<file path="config.mk">
export PLATFORM = sky130hd
export DESIGN_NAME = seg_display_decoder
export DESIGN_NICKNAME = d
export VERILOG_FILES = /design/src/rtl/seg_display_decoder.sv
export SDC_FILE = /design/constraint.sdc
export NUM_CORES = 1
export LEC_CHECK = 0
export BUFFER_PORTS_ARGS = -buffer_cell sky130_fd_sc_hd__buf_2
export CORE_MARGIN = 2
export CORE_UTILIZATION = 50
export CTS_CLUSTER_DIAMETER = 120
export DETAILED_ROUTE_END_ITERATION = 8
export MAX_ROUTING_LAYER = met4
export PLACE_DENSITY = 0.73
export SLEW_MARGIN = 20
export SYNTH_ARGS = -nofsm -noshare
export SYNTH_HDL_FRONTEND = slang
export SYNTH_SLANG_ARGS = --single-unit
</file>
<file path="constraint.sdc">
create_clock -name clk -period 4.5 [get_ports clk]
set_input_delay 0.45 -clock clk [delete_from_list [all_inputs] [get_ports clk]]
set_output_delay 0.45 -clock clk [all_outputs]
set_load 0.02 [all_outputs]
</file>
<file path="src/rtl/seg_display_decoder.sv">
// seg_display_decoder: reconstructs the 0-9999 count shown on four active-low 7-segment digits.
// Define SEG_STEP_CHECK_EN to generate the dir_up/dir_down/step_err classification pulses.
module seg_display_decoder #(
    parameter int STABLE_CYCLES = 4
) (
    input  logic        clk,
    input  logic        rst,
    input  logic [6:0]  Disp_un,
    input  logic [6:0]  Disp_dec,
    input  logic [6:0]  Disp_cent,
    input  logic [6:0]  Disp_mil,
    output logic [13:0] value,
    output logic        valid,
    output logic        changed,
    output logic        dir_up,
    output logic        dir_down,
    output logic        step_err,
    output logic        seg_err
);
    localparam int CW = $clog2(STABLE_CYCLES + 1);
    localparam logic [CW-1:0] SMAX = CW'(STABLE_CYCLES);

    typedef enum logic [1:0] {IDLE, CONV, UPDATE} state_t;

    state_t      r_state;
    logic [27:0] r_snap;
    logic [CW-1:0] r_stab;
    logic        r_done;
    logic [3:0]  r_dig [0:3];
    logic        r_ok;
    logic [13:0] r_acc;
    logic [1:0]  r_idx;
    logic [27:0] w_in;
    logic [4:0]  w_dec [0:3];
    logic        w_ok;

    // returns {legal, digit}
    function automatic logic [4:0] decode(input logic [6:0] s);
        case (s)
            7'h40:   decode = 5'h10;
            7'h79:   decode = 5'h11;
            7'h24:   decode = 5'h12;
            7'h30:   decode = 5'h13;
            7'h19:   decode = 5'h14;
            7'h12:   decode = 5'h15;
            7'h02:   decode = 5'h16;
            7'h78:   decode = 5'h17;
            7'h00:   decode = 5'h18;
            7'h10:   decode = 5'h19;
            default: decode = 5'h00;
        endcase
    endfunction

    assign w_in = {Disp_mil, Disp_cent, Disp_dec, Disp_un};

    always_comb begin
        for (int k = 0; k < 4; k++) w_dec[k] = decode(r_snap[7*k +: 7]);
    end

    assign w_ok = w_dec[0][4] & w_dec[1][4] & w_dec[2][4] & w_dec[3][4];

    always_ff @(posedge clk or negedge rst) begin
        if (!rst) begin
            r_state <= IDLE;
            r_snap  <= {4{7'h7F}};
            r_stab  <= '0;
            r_done  <= 1'b0;
            for (int k = 0; k < 4; k++) r_dig[k] <= 4'd0;
            r_ok    <= 1'b0;
            r_acc   <= 14'd0;
            r_idx   <= 2'd0;
            value   <= 14'd0;
            valid   <= 1'b0;
            changed <= 1'b0;
            seg_err <= 1'b0;
        end else begin
            changed <= 1'b0;
            case (r_state)
                IDLE: if (r_stab == SMAX && !r_done) begin
                    r_state <= CONV;
                    for (int k = 0; k < 4; k++) r_dig[k] <= w_dec[k][3:0];
                    r_ok   <= w_ok;
                    r_acc  <= 14'd0;
                    r_idx  <= 2'd3;
                    r_done <= 1'b1;
                end
                CONV: begin
                    r_acc <= r_acc * 14'd10 + {10'd0, r_dig[r_idx]};
                    r_idx <= r_idx - 2'd1;
                    if (r_idx == 2'd0) r_state <= UPDATE;
                end
                default: begin
                    r_state <= IDLE;
                    if (!r_ok) begin
                        seg_err <= 1'b1;
                        valid   <= 1'b0;
                    end else begin
                        seg_err <= 1'b0;
                        valid   <= 1'b1;
                        value   <= r_acc;
                        changed <= !valid || r_acc != value;
                    end
                end
            endcase
            // a fresh snapshot overrides a start taken on the same edge
            if (w_in != r_snap) begin
                r_snap <= w_in;
                r_stab <= '0;
                r_done <= 1'b0;
            end else if (r_stab != SMAX) begin
                r_stab <= r_stab + 1'b1;
            end
        end
    end

`ifdef SEG_STEP_CHECK_EN
    logic w_up, w_down;

    assign w_up   = (r_acc == value + 14'd1) || (value == 14'd9999 && r_acc == 14'd0);
    assign w_down = (r_acc + 14'd1 == value) || (value == 14'd0 && r_acc == 14'd9999);

    always_ff @(posedge clk or negedge rst) begin
        if (!rst) begin
            dir_up   <= 1'b0;
            dir_down <= 1'b0;
            step_err <= 1'b0;
        end else begin
            dir_up   <= 1'b0;
            dir_down <= 1'b0;
            step_err <= 1'b0;
            if (r_state == UPDATE && r_ok && valid && r_acc != value) begin
                dir_up   <= w_up;
                dir_down <= w_down;
                step_err <= !w_up && !w_down;
            end
        end
    end
`else
    assign dir_up   = 1'b0;
    assign dir_down = 1'b0;
    assign step_err = 1'b0;
`endif

endmodule

</file>
Word-level counts from Yosys, hierarchy flattened
Cells that the tools add are included.
{ "totals": {"register_bits": 84, "in_bits": 30, "elab_cells": 111} }
{ "classes": {"addsub": 3, "multipliers": 1, "magnitude_cmp": 1, "eq_ne": 43, "n_mux": 23, "bitwise_logic": 5, "reduce_logical": 20} }
{ "op_table": {"columns": ["cell", "n"], "rows": [
  ["$pmux 5 s10", 4],
  ["$eq 7x5->1 const B", 12],
  ["$eq 7x7->1 const B", 12],
  ["$eq 7x6->1 const B", 8],
  ["$eq 7x2->1 const B", 4],
  ["$logic_not 7->1", 4],
  ["$ne 28x28->1", 1],
  ["$pmux 14 s2", 1],
  ["$add 14x4->14", 1],
  ["$mul 14x3->13 const B", 1],
  ["$mux 14", 1],
  ["$ne 14x14->1", 1],
  ["$reduce_and 2->1", 5],
  ["$bmux 4 s2", 1],
  ["$mux 4", 2],
  ["$pmux 2 s2", 2],
  ["$reduce_bool 2->1", 4],
  ["$mux 1", 7],
  ["$mux 2", 3],
  ["$mux 3", 2],
  ["$logic_not 2->1", 2],
  ["$ne 2x2->1 const B", 2],
  ["$add 3x1->3 const B", 1],
  ["$and 1x1->1", 3],
  ["other kinds (11)", 12]
]} }

Depth between registers and ports, before layout
{ "depth": {"ltp_word": 6, "mapped_depth": 11, "mapped_depth_nobuf": 10} }

Least setup slack after synthesis
OpenSTA, ideal clock, no wires.
{ "synth_path": {"kind": "register to register", "start": "register r_acc[1]", "end": "register r_acc[12]", "setup_ns": 0.135, "arrival_ns": 2.651, "setup_slack_ns": 1.714, "path_stages_with_launch": 11, "n_path_buf": 0, "synth_period_minus_slack_ns": 2.786, "cell_sequence": "dfrtp_1 ha_1 ha_1 fa_1 a21oi_1 o21bai_1 a211oi_1 o32ai_1 nor4_1 xor2_1 o21ai_0"} }
{ "synth_between": {"elab_chain_cells": 3} }
{ "synth_rtl": {"columns": ["element", "line_no", "text"], "rows": [
  ["from (decl)", "31", "logic [13:0] r_acc;"],
  ["from (signal assigned)", "88", "r_acc <= r_acc * 14'd10 + {10'd0, r_dig[r_idx]};"],
  ["$mul 14x3->13", "88", null],
  ["$add 14x4->14", "88", null],
  ["$pmux 14 s2", "78", "case (r_state)"]
]} }
Every way passes these cells.
A chain may end at the register's enable or synchronous reset.

Worst setup path in the final report
Same ends and word-level chain as after synthesis.

==> flow_summary.html <==
<table>
<tr><th>Metric</th><th>Value</th></tr>
<tr><th colspan="2">STA</th></tr>
<tr><td>Worst relative slew slack</td><td>39.04%</td></tr>
<tr><td>Max Transition Viols Final</td><td>0</td></tr>
<tr><td>RSZ-0062 raised after global routing</td><td>no</td></tr>
<tr><td>Final-report setup violation count</td><td>0</td></tr>
<tr><td>Sum Neg Setup Slack</td><td>0 ns</td></tr>
<tr><td>Final period utilization</td><td>between 60 and 70%</td></tr>
<tr><td>Worst-margin pin slew</td><td>0.9144 ns</td></tr>
<tr><td>Shortest clock period the worst path allows after layout</td><td>3.034 ns</td></tr>
<tr><td>FMAX</td><td>329.6 MHz</td></tr>
<tr><td>Clock skew</td><td>roughly 0.0099 ns</td></tr>
<tr><td>Total count of hold-check failures in the final report</td><td>0</td></tr>
<tr><th colspan="2">Drt</th></tr>
<tr><td>Number of DRC markers after the initial detailed-route iteration</td><td>155</td></tr>
<tr><td>Number of detailed-route iterations in the first pass</td><td>4</td></tr>
<tr><td>Via/cell ratio</td><td>between 5 and 6</td></tr>
<tr><td>Wire length per cell after detailed routing</td><td>between 10 and 15 µm</td></tr>
<tr><td>Final wirelength</td><td>9770 µm</td></tr>
<tr><td>Number of nets still failing antenna checks after routing</td><td>0</td></tr>
<tr><td>DRC Markers</td><td>0</td></tr>
<tr><td>Via count</td><td>3664</td></tr>
<tr><th colspan="2">Clock tree</th></tr>
<tr><td>Num CTS Buffers</td><td>9</td></tr>
<tr><td>Total of hold buffers inserted after clock tree synthesis</td><td>0</td></tr>
<tr><td>CTS tree</td><td>built</td></tr>
<tr><td>Buffer count from post-CTS setup fixing</td><td>0</td></tr>
<tr><td>Clock root buffer</td><td>sky130_fd_sc_hd__clkbuf_8</td></tr>
<tr><td>Count of instances resized after the clock tree is built</td><td>0</td></tr>
<tr><td>Clock net sink count</td><td>84</td></tr>
<tr><td>H-tree lvl count</td><td>3</td></tr>
<tr><td>Clock latency reported for the late side of the worst-skew pair</td><td>0.36 ns</td></tr>
<tr><td>Clock Pin Slew Worst Setup and Hold Paths</td><td>0.08 ns</td></tr>
<tr><td>Number of buffers on the longest clock path</td><td>2</td></tr>
<tr><th colspan="2">Synth</th></tr>
<tr><td>Synth Warn #</td><td>0</td></tr>
<tr><td>Area of the mapped netlist</td><td>around 5000 µm²</td></tr>
<tr><td>Area share of the largest cell type after synthesis</td><td>27.82%</td></tr>
<tr><td>Top flip-flop cell by instance count after synthesis</td><td>sky130_fd_sc_hd__dfrtp_1</td></tr>
<tr><td>Top cell type by total area after synthesis</td><td>sky130_fd_sc_hd__dfrtp_1</td></tr>
<tr><td>Synth Register Bits</td><td>84</td></tr>
<tr><td>Fraction of the yosys area taken by sequential cells</td><td>42.42%</td></tr>
<tr><td>Post-synthesis average cell area</td><td>9.540 µm²</td></tr>
<tr><td>Number of flops mapped to enable cells by yosys</td><td>0</td></tr>
<tr><td>Count of mapped cells out of synthesis</td><td>528</td></tr>
<tr><td>Fraction of registers with async set/reset</td><td>100.0%</td></tr>
<tr><td>Synth unique cells</td><td>54</td></tr>
<tr><td>Synth top area cells</td><td>sky130_fd_sc_hd__dfrtp_1, sky130_fd_sc_hd__dfstp_2, sky130_fd_sc_hd__xnor2_1</td></tr>
<tr><th colspan="2">Power and ir drop</th></tr>
<tr><td>Switching Power</td><td>337.9 µW</td></tr>
<tr><td>Register share of total power</td><td>slightly below 60%</td></tr>
<tr><td>Total power per unit cell area</td><td>256.9 nW/µm²</td></tr>
<tr><td>Clk network pwr share</td><td>35.6%</td></tr>
<tr><td>Worst ir drop on vdd</td><td>around 0.18 mV</td></tr>
<tr><td>Sw frac</td><td>24.35%</td></tr>
<tr><td>Leakage power summed over all cells</td><td>0.002390 µW</td></tr>
<tr><td>Internal portion of total power</td><td>1050 µW</td></tr>
<tr><td>Share of total power in combinational logic</td><td>6.3%</td></tr>
<tr><th colspan="2">Final layout</th></tr>
<tr><td>Final-layout fill cell count</td><td>a little under 900</td></tr>
<tr><td>Layout Area Growth over Synthesis</td><td>7.228%</td></tr>
<tr><td>End-of-flow core utilization</td><td>a little under three fifths</td></tr>
<tr><td>Share of cells above drive strength 1</td><td>roughly 22%</td></tr>
<tr><td>Number of antenna diodes</td><td>0</td></tr>
<tr><td>Number of nets in the finished design</td><td>586</td></tr>
<tr><th colspan="2">Critical path</th></tr>
<tr><td>Cell repeated most along the worst path</td><td>sky130_fd_sc_hd__ha_1</td></tr>
<tr><td>Slowest-stage cell, CP</td><td>sky130_fd_sc_hd__dfrtp_1</td></tr>
<tr><td>Critical Path, Cell by Cell</td><td>ha_1 &gt; ha_1 &gt; fa_1 &gt; a21oi_1 &gt; o21bai_1 &gt; a211oi_1 &gt; o32ai_1 &gt; nor4_1 &gt; xor2_1 &gt; o21ai_0</td></tr>
<tr><td>Worst endpoint data arrival time</td><td>3.24 ns</td></tr>
<tr><td>Required @ worst endpoint</td><td>4.70 ns</td></tr>
<tr><td>Category of the most critical setup path</td><td>reg2reg</td></tr>
<tr><td>Worst Reg-to-Reg Cells</td><td>10</td></tr>
<tr><td>Top fanout value on the critical path</td><td>6</td></tr>
<tr><td>Delay of the slowest cell on the worst path</td><td>between 0.4 and 0.5 ns</td></tr>
<tr><td>Kind of end point of the critical path</td><td>flop</td></tr>
<tr><td>Element type at the critical path start</td><td>flop</td></tr>
<tr><th colspan="2">Die</th></tr>
<tr><td>Horizontal extent of the die</td><td>104.4 µm</td></tr>
<tr><td>Die Footprint</td><td>around 11000 µm²</td></tr>
<tr><td>Floorplan row count</td><td>36</td></tr>
<tr><td>Top Ports</td><td>50</td></tr>
<tr><td>Placeable core region</td><td>9774 µm²</td></tr>
<tr><td>Die height</td><td>104.4 µm</td></tr>
<tr><td>Starting density of the core</td><td>51.54%</td></tr>
<tr><th colspan="2">Global routing</th></tr>
<tr><td>Overall fraction of global-route tracks in use</td><td>19.87%</td></tr>
<tr><td>First-pass GRT wire length</td><td>17070 µm</td></tr>
<tr><td>Maximum number of pins on one net before global-route repair</td><td>85</td></tr>
<tr><td>Antenna violations before repair</td><td>0</td></tr>
<tr><td>Remaining global-route overflow</td><td>0</td></tr>
<tr><td>Via count of the first global-routing pass</td><td>3600</td></tr>
<tr><th colspan="2">Status</th></tr>
<tr><td>Status</td><td>finished, final reports clean</td></tr>
<tr><th colspan="2">Placed design</th></tr>
<tr><td>Count of buffers inserted at the top-level ports</td><td>46</td></tr>
<tr><td>Detailed placement HPWL</td><td>between 7000 and 8000 µm</td></tr>
<tr><td>Placer's final routability congestion estimate</td><td>0.8719</td></tr>
<tr><th colspan="2">Job</th></tr>
<tr><td>Max Cap Violations</td><td>0</td></tr>
<tr><th colspan="2">Worst hold path</th></tr>
<tr><td>Hold crit path type</td><td>in2async</td></tr>
</table>
==> flip-flops by register name (all words and copies together), names as in the netlist <==
name	cells
r_snap	28
r_idx	2
value	14
r_state	2
valid	1
r_done	1
r_ok	1
seg_err	1
changed	1
r_dig	16
r_stab	3
r_acc	14
==> area by class of cell <==
type                    instances  area (µm²)  area share, %
clock buffers                  12       156.4          2.896
multi-input cells             370        2606          48.25
repair buffers                 48       251.5          4.656
flip-flops and latches         84        2137          39.56
clock inverters                 4       23.77         0.4401
inverters                      16       60.06          1.112
well taps                     133       166.4          3.081
==> critical path, delay by kind of cell (launching register included) <==
family | cells | cell delay [ns]
AOI/OAI and AO/OA | 5 | 0.88
xor gates and xnor gates | 1 | 0.16
adders and majority gates | 3 | 0.99
and+or+nand+nor | 1 | 0.38
DFF | 1 | 0.48
==> final timing paths <==
path                                       startpoint                endpoint  slack, ns
worst min-delay path                              rst   r_stab[2]$_DFFE_PN0P_       0.13
max in group asynchronous                         rst   value[11]$_DFFE_PN0P_       3.88
worst min register to register  r_dig[15]$_DFFE_PN0P_   r_dig[15]$_DFFE_PN0P_       0.48
worst max-delay path             r_acc[1]$_DFFE_PN0P_   r_acc[12]$_DFFE_PN0P_       1.47
min in group clk                          Disp_dec[3]  r_snap[10]$_DFFE_PN1N_       0.20
worst max register to register   r_acc[1]$_DFFE_PN0P_   r_acc[12]$_DFFE_PN0P_       1.47
==> metal layers <==
layer | up-vias | routed length (µm) | GRT usage, %
met5 | - | 0 | -
met4 | 0 | 192 | 6.853
met3 | 18 | 326 | 3.947
met2 | 84 | 4769 | 31.70
met1 | 1731 | 4482 | 25.35
li1 | 1831 | - | -
==> Yosys cell counts, types with 4 or more instances <==
master	number
sky130_fd_sc_hd__xor2_1	20
sky130_fd_sc_hd__nor2b_1	5
sky130_fd_sc_hd__xnor2_1	40
sky130_fd_sc_hd__a31oi_1	5
sky130_fd_sc_hd__dfrtp_1	56
sky130_fd_sc_hd__buf_4	4
sky130_fd_sc_hd__nand2_1	42
sky130_fd_sc_hd__mux4_2	4
sky130_fd_sc_hd__nor4_1	12
sky130_fd_sc_hd__o21ai_0	40
sky130_fd_sc_hd__nor2_1	24
sky130_fd_sc_hd__nand2b_1	8
sky130_fd_sc_hd__dfstp_2	28
sky130_fd_sc_hd__a211oi_1	4
sky130_fd_sc_hd__o41ai_1	4
sky130_fd_sc_hd__nand4_1	12
sky130_fd_sc_hd__a21oi_1	25
sky130_fd_sc_hd__nor3_1	11
sky130_fd_sc_hd__nand4b_1	4
sky130_fd_sc_hd__mux2_2	14
sky130_fd_sc_hd__ha_1	25
sky130_fd_sc_hd__clkbuf_1	54
sky130_fd_sc_hd__a21o_1	4
sky130_fd_sc_hd__inv_1	16
sky130_fd_sc_hd__nand3_1	24
==> power by group through the flow <==
stage / combinational, µW / sequential [µW] / clock [µW]
6_report: 88.1 / 805 / 494
5_1_grt: 101 / 809 / 542
4_1_cts: 90.4 / 805 / 512
3_5_place_dp: 90.0 / 819 / 0
3_3_place_gp: 87.3 / 817 / 0
2_1_floorplan: 73.1 / 800 / 0
==> layout by cell type (no fill, tap or decap), drive strengths merged, types with 5 or more instances in the layout <==
cell type  netlist  routed
a21oi           25      25
a31oi            5       5
buf              6      48
clkbuf          54      12
dfrtp           56      56
dfstp           28      28
ha              25      25
inv             16      16
mux2            14      14
nand2           43      43
nand2b           8       8
nand3           24      24
nand4           12      12
nor2            24      24
nor2b            5       5
nor3            11      11
nor4            14      14
o21ai           41      41
xnor2           40      40
xor2            22      22
==> through the flow <==
stage	hold WS, ns	total power (µW)	std cells	setup slack [ns]	cell area [µm²]
finish	0.1318	1388	667	1.466	5401
global route	0.1738	1452	667	1.268	5401
CTS	0.1810	1407	667	1.471	5398
detailed placement	0.4649	909.2	651	1.482	5218
global placement	0.4592	904.8	651	1.551	5218
floorplan	0.1544	872.8	530	1.714	5045
==> kinds of logic (layout without fill, tap and decap cells) <==
| logic type | Yosys count | in the layout | share of synthesized area [%] |
|---|---|---|---|
| muxes | 19 | 19 | 5.117 |
| adders and majority gates | 27 | 27 | 7.005 |
| buffers and inverters | 76 | 80 | 5.986 |
| xor gates and xnor gates | 62 | 62 | 11.08 |
| other | 1 | 3 | 0.07444 |
| DFF | 84 | 84 | 42.42 |
| and+or+nand+nor | 160 | 160 | 16.47 |
| AOI/OAI and AO/OA | 99 | 99 | 11.85 |
No activity file was read; power rests on OpenSTA's default activity.
